[src/rtl/display_scan_pkg.sv]
// Shared types and helpers for the multiplexed seven-segment digit scanner.
package display_scan_pkg;

    typedef enum logic {SCAN_SHOW, SCAN_BLANK} scan_state_t;

    // Widest digit count the onehot_n helper can describe.
    localparam int MAX_DIGITS = 32;

    // Active-low one-hot vector: bit idx low, everything else high.
    // An index at or beyond n yields all ones (nothing enabled).
    function automatic logic [MAX_DIGITS-1:0] onehot_n(input int idx, input int n);
        logic [MAX_DIGITS-1:0] r;
        r = '1;
        for (int i = 0; i < MAX_DIGITS; i++) begin
            if (i == idx && i < n) r[i] = 1'b0;
        end
        return r;
    endfunction

endpackage

[src/rtl/scan_timer.sv]
// Loadable down-counter; tc is high while the count sits at zero.
// A load value of N-1 gives a dwell of exactly N cycles before the next load.
module scan_timer #(
    parameter int            W       = 8,
    parameter logic [W-1:0]  RST_VAL = '0
) (
    input  logic         clk,
    input  logic         reset,
    input  logic         load,
    input  logic [W-1:0] load_val,
    output logic         tc
);

    logic [W-1:0] cnt;

    // Reload on request, otherwise count down and park at zero.
    always_ff @(posedge clk or posedge reset) begin
        if (reset)            cnt <= RST_VAL;
        else if (load)        cnt <= load_val;
        else if (cnt != '0)   cnt <= cnt - 1'b1;
    end

    assign tc = (cnt == '0);

endmodule

[src/rtl/display_scan_mux.sv]
// Time-multiplexes NUM_DIGITS packed digit values onto one segment decoder
// input, with active-low one-hot digit enables and a blanking gap between
// digits to suppress ghosting.
// Optional build macro: DISPLAY_SCAN_ZERO_SUPPRESS_EN (leading-zero blanking).
module display_scan_mux
    import display_scan_pkg::*;
#(
    parameter int NUM_DIGITS = 2,
    parameter int DIGIT_W    = 4,
    parameter int DIV_CNT    = 24000,
    parameter int BLANK_CNT  = 240
) (
    input  logic                          clk,
    input  logic                          reset,
    input  logic [NUM_DIGITS*DIGIT_W-1:0] digits,
    output logic [DIGIT_W-1:0]            s,
    output logic [NUM_DIGITS-1:0]         en_n,
    output logic [$clog2(NUM_DIGITS)-1:0] sel,
    output logic                          frame_tick
);

    localparam int IW      = $clog2(NUM_DIGITS);
    // A zero-length blank still costs one cycle (the post-reset blank).
    localparam int BLANK_P = (BLANK_CNT > 0) ? BLANK_CNT : 1;
    localparam int MAXP    = (DIV_CNT > BLANK_P) ? DIV_CNT : BLANK_P;
    localparam int TW      = $clog2(MAXP + 1);
    localparam logic [TW-1:0] DIV_LD   = TW'(DIV_CNT - 1);
    localparam logic [TW-1:0] BLANK_LD = TW'(BLANK_P - 1);
    localparam logic [IW-1:0] LAST    = IW'(NUM_DIGITS - 1);

    scan_state_t          state, state_nxt;
    logic [IW-1:0]        idx, idx_nxt;
    logic                 ft_nxt;
    logic                 tmr_load, tmr_tc;
    logic [TW-1:0]        tmr_val;
    logic [DIGIT_W-1:0]   dig [NUM_DIGITS];
    logic [MAX_DIGITS-1:0] oh_full;
    logic                 suppress;

    genvar g;
    generate
        for (g = 0; g < NUM_DIGITS; g++) begin : g_dig
            assign dig[g] = digits[g*DIGIT_W +: DIGIT_W];
        end
        if (NUM_DIGITS < MAX_DIGITS) begin : g_sink
            logic unused_oh;
            assign unused_oh = ^oh_full[MAX_DIGITS-1:NUM_DIGITS];
        end
    endgenerate

    scan_timer #(.W(TW), .RST_VAL(BLANK_LD)) u_timer (
        .clk      (clk),
        .reset    (reset),
        .load     (tmr_load),
        .load_val (tmr_val),
        .tc       (tmr_tc)
    );

    // State, index and frame pulse registers.
    always_ff @(posedge clk or posedge reset) begin
        if (reset) begin
            state      <= SCAN_BLANK;
            idx        <= '0;
            frame_tick <= 1'b0;
        end else begin
            state      <= state_nxt;
            idx        <= idx_nxt;
            frame_tick <= ft_nxt;
        end
    end

    // Next-state: the index advances at the end of SHOW so s settles during the blank.
    always_comb begin
        state_nxt = state;
        idx_nxt   = idx;
        ft_nxt    = 1'b0;
        tmr_load  = 1'b0;
        tmr_val   = '0;
        if (tmr_tc) begin
            tmr_load = 1'b1;
            case (state)
                SCAN_SHOW: begin
                    idx_nxt = (idx == LAST) ? '0 : idx + 1'b1;
                    ft_nxt  = (idx == LAST);
                    if (BLANK_CNT > 0) begin
                        state_nxt = SCAN_BLANK;
                        tmr_val   = BLANK_LD;
                    end else begin
                        state_nxt = SCAN_SHOW;
                        tmr_val   = DIV_LD;
                    end
                end
                default: begin
                    state_nxt = SCAN_SHOW;
                    tmr_val   = DIV_LD;
                end
            endcase
        end
    end

`ifdef DISPLAY_SCAN_ZERO_SUPPRESS_EN
    // Blank digit idx>0 when it and every more significant digit are zero.
    always_comb begin
        logic hi_nz;
        hi_nz = 1'b0;
        for (int i = 0; i < NUM_DIGITS; i++) begin
            if (i >= int'(idx) && dig[i] != '0) hi_nz = 1'b1;
        end
        suppress = (idx != '0) && !hi_nz;
    end
`else
    assign suppress = 1'b0;
`endif

    // Enables depend only on registered state/idx, so digits never glitch them.
    always_comb begin
        oh_full = onehot_n(int'(idx), NUM_DIGITS);
        if (state == SCAN_SHOW && !suppress) en_n = oh_full[NUM_DIGITS-1:0];
        else                                 en_n = '1;
    end

    assign s   = dig[idx];
    assign sel = idx;

endmodule

[config.mk]
export PLATFORM = sky130hd
export DESIGN_NAME = display_scan_mux
export DESIGN_NICKNAME = d
export VERILOG_FILES = /design/src/rtl/display_scan_pkg.sv /design/src/rtl/scan_timer.sv /design/src/rtl/display_scan_mux.sv
export SDC_FILE = /design/constraint.sdc
export NUM_CORES = 1
export LEC_CHECK = 0
export ABC_CLOCK_PERIOD_IN_PS = 3200
export CORE_MARGIN = 2
export CORE_UTILIZATION = 43
export DETAILED_ROUTE_END_ITERATION = 6
export PLACE_DENSITY_LB_ADDON = 0.12
export SYNTH_ARGS = -nofsm -noshare
export SYNTH_HDL_FRONTEND = slang
export SYNTH_HIERARCHICAL = 1
export SYNTH_SLANG_ARGS = --single-unit
[constraint.sdc]
create_clock -name clk -period 3.2 [get_ports clk]
set_clock_uncertainty 0.05 [all_clocks]
set_input_delay 0.32 -clock clk [delete_from_list [all_inputs] [get_ports clk]]
set_output_delay 0.32 -clock clk [all_outputs]
set_load 0.03 [all_outputs]
## Yosys cells after proc, flatten, opt, wreduce, memory -nomap -nowiden

Cells that the tools add are included.

- Bits in registers: 18
- Input port bits: 10
- Output and inout bits: 8
- Logic and storage cells: 28

- Add/subtract/negate cells: 2
- Order comparisons: 1
- Mux-type cells: 15
- Bitwise gates (word level): 2
- Reduce and logical (&&, ||, !) cells: 4

Operators with widths:

| kind | number |
|---|---|
| 2-to-1 mux 15 bit | 4 |
| logical NOT 15 bit | 1 |
| nonzero test 15 bit | 1 |
| subtractor 15 x 1 -> 15 bit (second input constant) | 1 |
| 2-to-1 mux 4 bit | 3 |
| 2-to-1 mux 1 bit | 7 |
| >= comparator 2 bit (second input constant) | 1 |
| 2-to-1 mux 2 bit | 1 |
| inverter 1 -> 2 bit | 1 |
| AND reduction 2 bit | 1 |
| nonzero test 2 bit | 1 |
| adder 1 bit (second input constant) | 1 |
| inverter 1 bit | 1 |

## Longest topological paths before layout

- Depth in word-level cells: 4
- Depth in mapped cells: 9
- Mapped depth without buffers: 7

## Hierarchy

Netlist, hierarchy kept.

By module, submodules not included:

| module | times used | cells each | area each (µm²) |
|---|---|---|---|
| scan_timer | 1 | 88 | 880.8 |
| display_scan_mux | 1 | 18 | 214.0 |

## Worst setup path after synthesis

No wires, ideal clock.

- Path kind: register -> register
- Start point: register u_timer.cnt[0]
- End point: register u_timer.cnt[8]
- Setup time: 121 ps
- Data arrival time: 1,851 ps
- Slack: 1,178 ps
- Stages on the path, launching flop included: 9
- Cell sequence: dfstp_2 inv_1 ha_1 nor2b_1 and4_1 buf_6 buf_2 clkbuf_1 a22o_1

- Longest elaborated chain between the ends: 3

RTL lines:

| item | line | RTL |
|---|---|---|
| from (decl) | scan_timer.sv:14 | `logic [W-1:0] cnt;` |
| from (signal assigned) | scan_timer.sv:19 | `else if (load) cnt <= load_val;` |
| from (signal assigned) | scan_timer.sv:20 | `else if (cnt != '0) cnt <= cnt - 1'b1;` |
| logical NOT 15 bit (*) | scan_timer.sv:23 | `assign tc = (cnt == '0);` |
| 2-to-1 mux 1 bit (*) | display_scan_mux.sv:79 | `if (tmr_tc) begin` |
| via tmr_load | display_scan_mux.sv:34 | `logic tmr_load, tmr_tc;` |
| 2-to-1 mux 15 bit / nonzero test 2 bit (equally long branches) | - |  |

Mark *: on every way through the listed nets, which the timed path passes. The rest lies on a longest branch. The select of a mux whose other input is x is not followed.
A chain may end at the register's enable or synchronous reset.

## Final worst setup path

- Start point: register u_timer.cnt[0]
- End point: register u_timer.cnt[10]

Same word-level chain as after synthesis.

==> impl_metrics.json <==
{
  "fill_cells": 220,
  "synthArstFlopShare_pct": 100,
  "cts_max_level": 1,
  "vias": 800,
  "insertedDiodeCount": 0,
  "fin_nets": 136,
  "io_pins": 18,
  "crit_fanout": 33,
  "io_buffer_count": 17,
  "ys_seq_area_share_pct": 42.1,
  "dpl_worst_slack_ns": 0.778,
  "cts_root_buffer": "clkbuf_4",
  "multiInputGateArea_um2": 584,
  "rsz0062_at_grt": "no",
  "routedWlPerCell_um": 12.9,
  "wl_um": 1980,
  "outcome": "finished clean",
  "synth_top_cells_by_count": "nand2_1 (11), dfrtp_1 (10), dfstp_2 (8), nor2_1 (7), xnor2_1 (7)",
  "rows": 18,
  "numCtsBuffers": 3,
  "cts_tree": "done",
  "area_delta_synth_final_pct": 20.1,
  "die-area_um2": 2970,
  "worstSetupPathType": "register to register",
  "dp_hpwl_um": 1510,
  "synthCells": 106,
  "final-seq-area_um2": 460,
  "antenna_found_initial": 0,
  "synth_edf_count": 0,
  "yosys_register_bits": 18,
  "post_cts_resized": 0,
  "relSlewSlack_pct": 62.8,
  "die_h_um": 54.5,
  "reg2reg_from": "u_timer/cnt[0]$_DFFE_PP1P_",
  "yosysWarnings": 6,
  "drive_above_1_share_pct": 19.4,
  "critPathLaunchType": "register",
  "gp_congestion": 0.791,
  "grt_overflow": 0,
  "synth.area.top_cells": "dfrtp_1 (23%), dfstp_2 (19%), xnor2_1 (5.6%), mux2_4 (5.5%), xor2_1 (4.8%)",
  "max_freq_ghz": 0.410,
  "syn_area_per_cell_um2": 10.3,
  "ctsHoldBuffers": 0,
  "synth_area_um2": 1090,
  "dr.pass1.iters": 4,
  "required_ns": 3.33,
  "fin_crit_sh_pct": 76.2,
  "cts_setup_buffers": 0,
  "synth_top_area_share_pct": 22.9,
  "crit_path_start": "u_timer/cnt[0]$_DFFE_PP1P_",
  "ant_nets": 0,
  "drt_iter0_drc": 14,
  "grt_max_degree": 34,
  "yosysTopAreaCell": "dfrtp_1",
  "worstPathArrival_ns": 2.57,
  "worstSetupEndpointType": "register",
  "regToRegSetupSlack_ns": 0.76,
  "path_clk_slew_ns": 0.10,
  "track_usage_pct": 16.1,
  "hold_viol": 0,
  "hold_path_class": "primary input to asynchronous set/reset pin",
  "clk_path_buf_depth": 2,
  "cts.sinks": 18,
  "p_per_area_nw_per_um2": 301,
  "vias_per_cell": 5.19,
  "grt_pass1_vias": 762,
  "timing.hold.ws_ns": 0.168,
  "setup_viol": 0,
  "leakage_nw": 0.554,
  "synth_ff_type": "dfrtp_1",
  "worst_slew_pin_slew_ns": 0.558,
  "worstSkewPairLatency_ns": 0.28,
  "finalCriticalPeriod_ns": 2.44,
  "grt_pass1_wl_um": 3330,
  "synth.most_common_cell": "nand2_1",
  "initial_core_util_pct": 44.6,
  "peakVddDrop_v": 0.000175,
  "setup_tns_ns": 0,
  "drc_errors": 0,
  "worst_slack_ns": 0.761,
  "synthDistinctLibCells": 36,
  "drv_cap": 0,
  "core_um2": 2450,
  "die_w_um": 54.5,
  "finalMaxSlewViolations": 0
}
## power breakdown
part / switching [mW] / internal (mW) / total [mW]
clock: 0.0685 / 0.0692 / 0.138
sequential: 0 / 0.228 / 0.228
combinational: 0.0130 / 0.0172 / 0.0302
## critical path, cell delays in order (launching register included)
cell	delay [ns]
dfstp_2	0.39
inv_1	0.08
ha_1	0.24
nor2b_1	0.28
and4_1	0.51
buf_4	0.38
nor2b_1	0.08
a221o_1	0.32
## per-layer routing
metal  vias up  wire length, um  GRT usage [%]
met5         -                0              0
met4         0               17           7.92
met3         2               54           2.46
met2        13              952           24.7
met1       381              955           21.9
li1        404                -              -
## cells by family after synthesis
logic type      Yosys count  share of synthesized area [%]
flops                    18                           42.1
compound gates           16                           11.5
xor+xnor                 13                           10.4
buf+inv                  10                           4.91
other cells               1                          0.343
fa+ha+maj                 1                           1.14
simple gates             42                           23.2
mux                       5                           6.40
## layout make-up
cell class	instances	share of cell area, %
clock buffer	4	2.76
inverter	5	1.43
multi-input combinational	79	44.4
sequential	18	35.0
tap	30	2.85
timing repair buffer	18	13.5
## path summary, 6_finish.rpt
check                                         endpoint  depth (start not counted)
min in group clk                     state$_DFFE_PP1P_                          1
hold / removal                    frame_tick$_DFF_PP0_                          2
setup / recovery           u_timer/cnt[10]$_DFFE_PP0P_                          7
hold reg to reg                      state$_DFFE_PP1P_                          1
setup reg to reg           u_timer/cnt[10]$_DFFE_PP0P_                          7
max in group asynchronous   u_timer/cnt[7]$_DFFE_PP1P_                          2
## registers in the layout, summed over array words and instances, names as in the netlist
name,count
sel,1
u_timer/cnt,15
frame_tick,1
state,1
## per-stage QoR
step | total power [mW] | utilization [%] | cell area [um^2] | cells
floorplan | 0.245 | - | 1100 | 107
global placement | 0.262 | 52.1 | 1280 | 150
detailed placement | 0.263 | 52.1 | 1280 | 150
CTS | 0.402 | 53.6 | 1320 | 154
global route | 0.417 | 53.6 | 1320 | 154
finish | 0.396 | 53.6 | 1320 | 154
## cell usage in the layout (no fill, tap or decap), types with 3 or more instances in the layout
cell	count
clkdlybuf4s50_1	17
o31ai_1	6
nor2b_1	3
xor2_1	6
a22o_1	5
mux2_4	4
clkbuf_4	3
xnor2_1	7
nor2_1	7
dfstp_2	8
dfrtp_1	10
nor4_1	3
inv_1	5
nand2_1	11
Note: power is estimated with default switching activity, not from simulation.
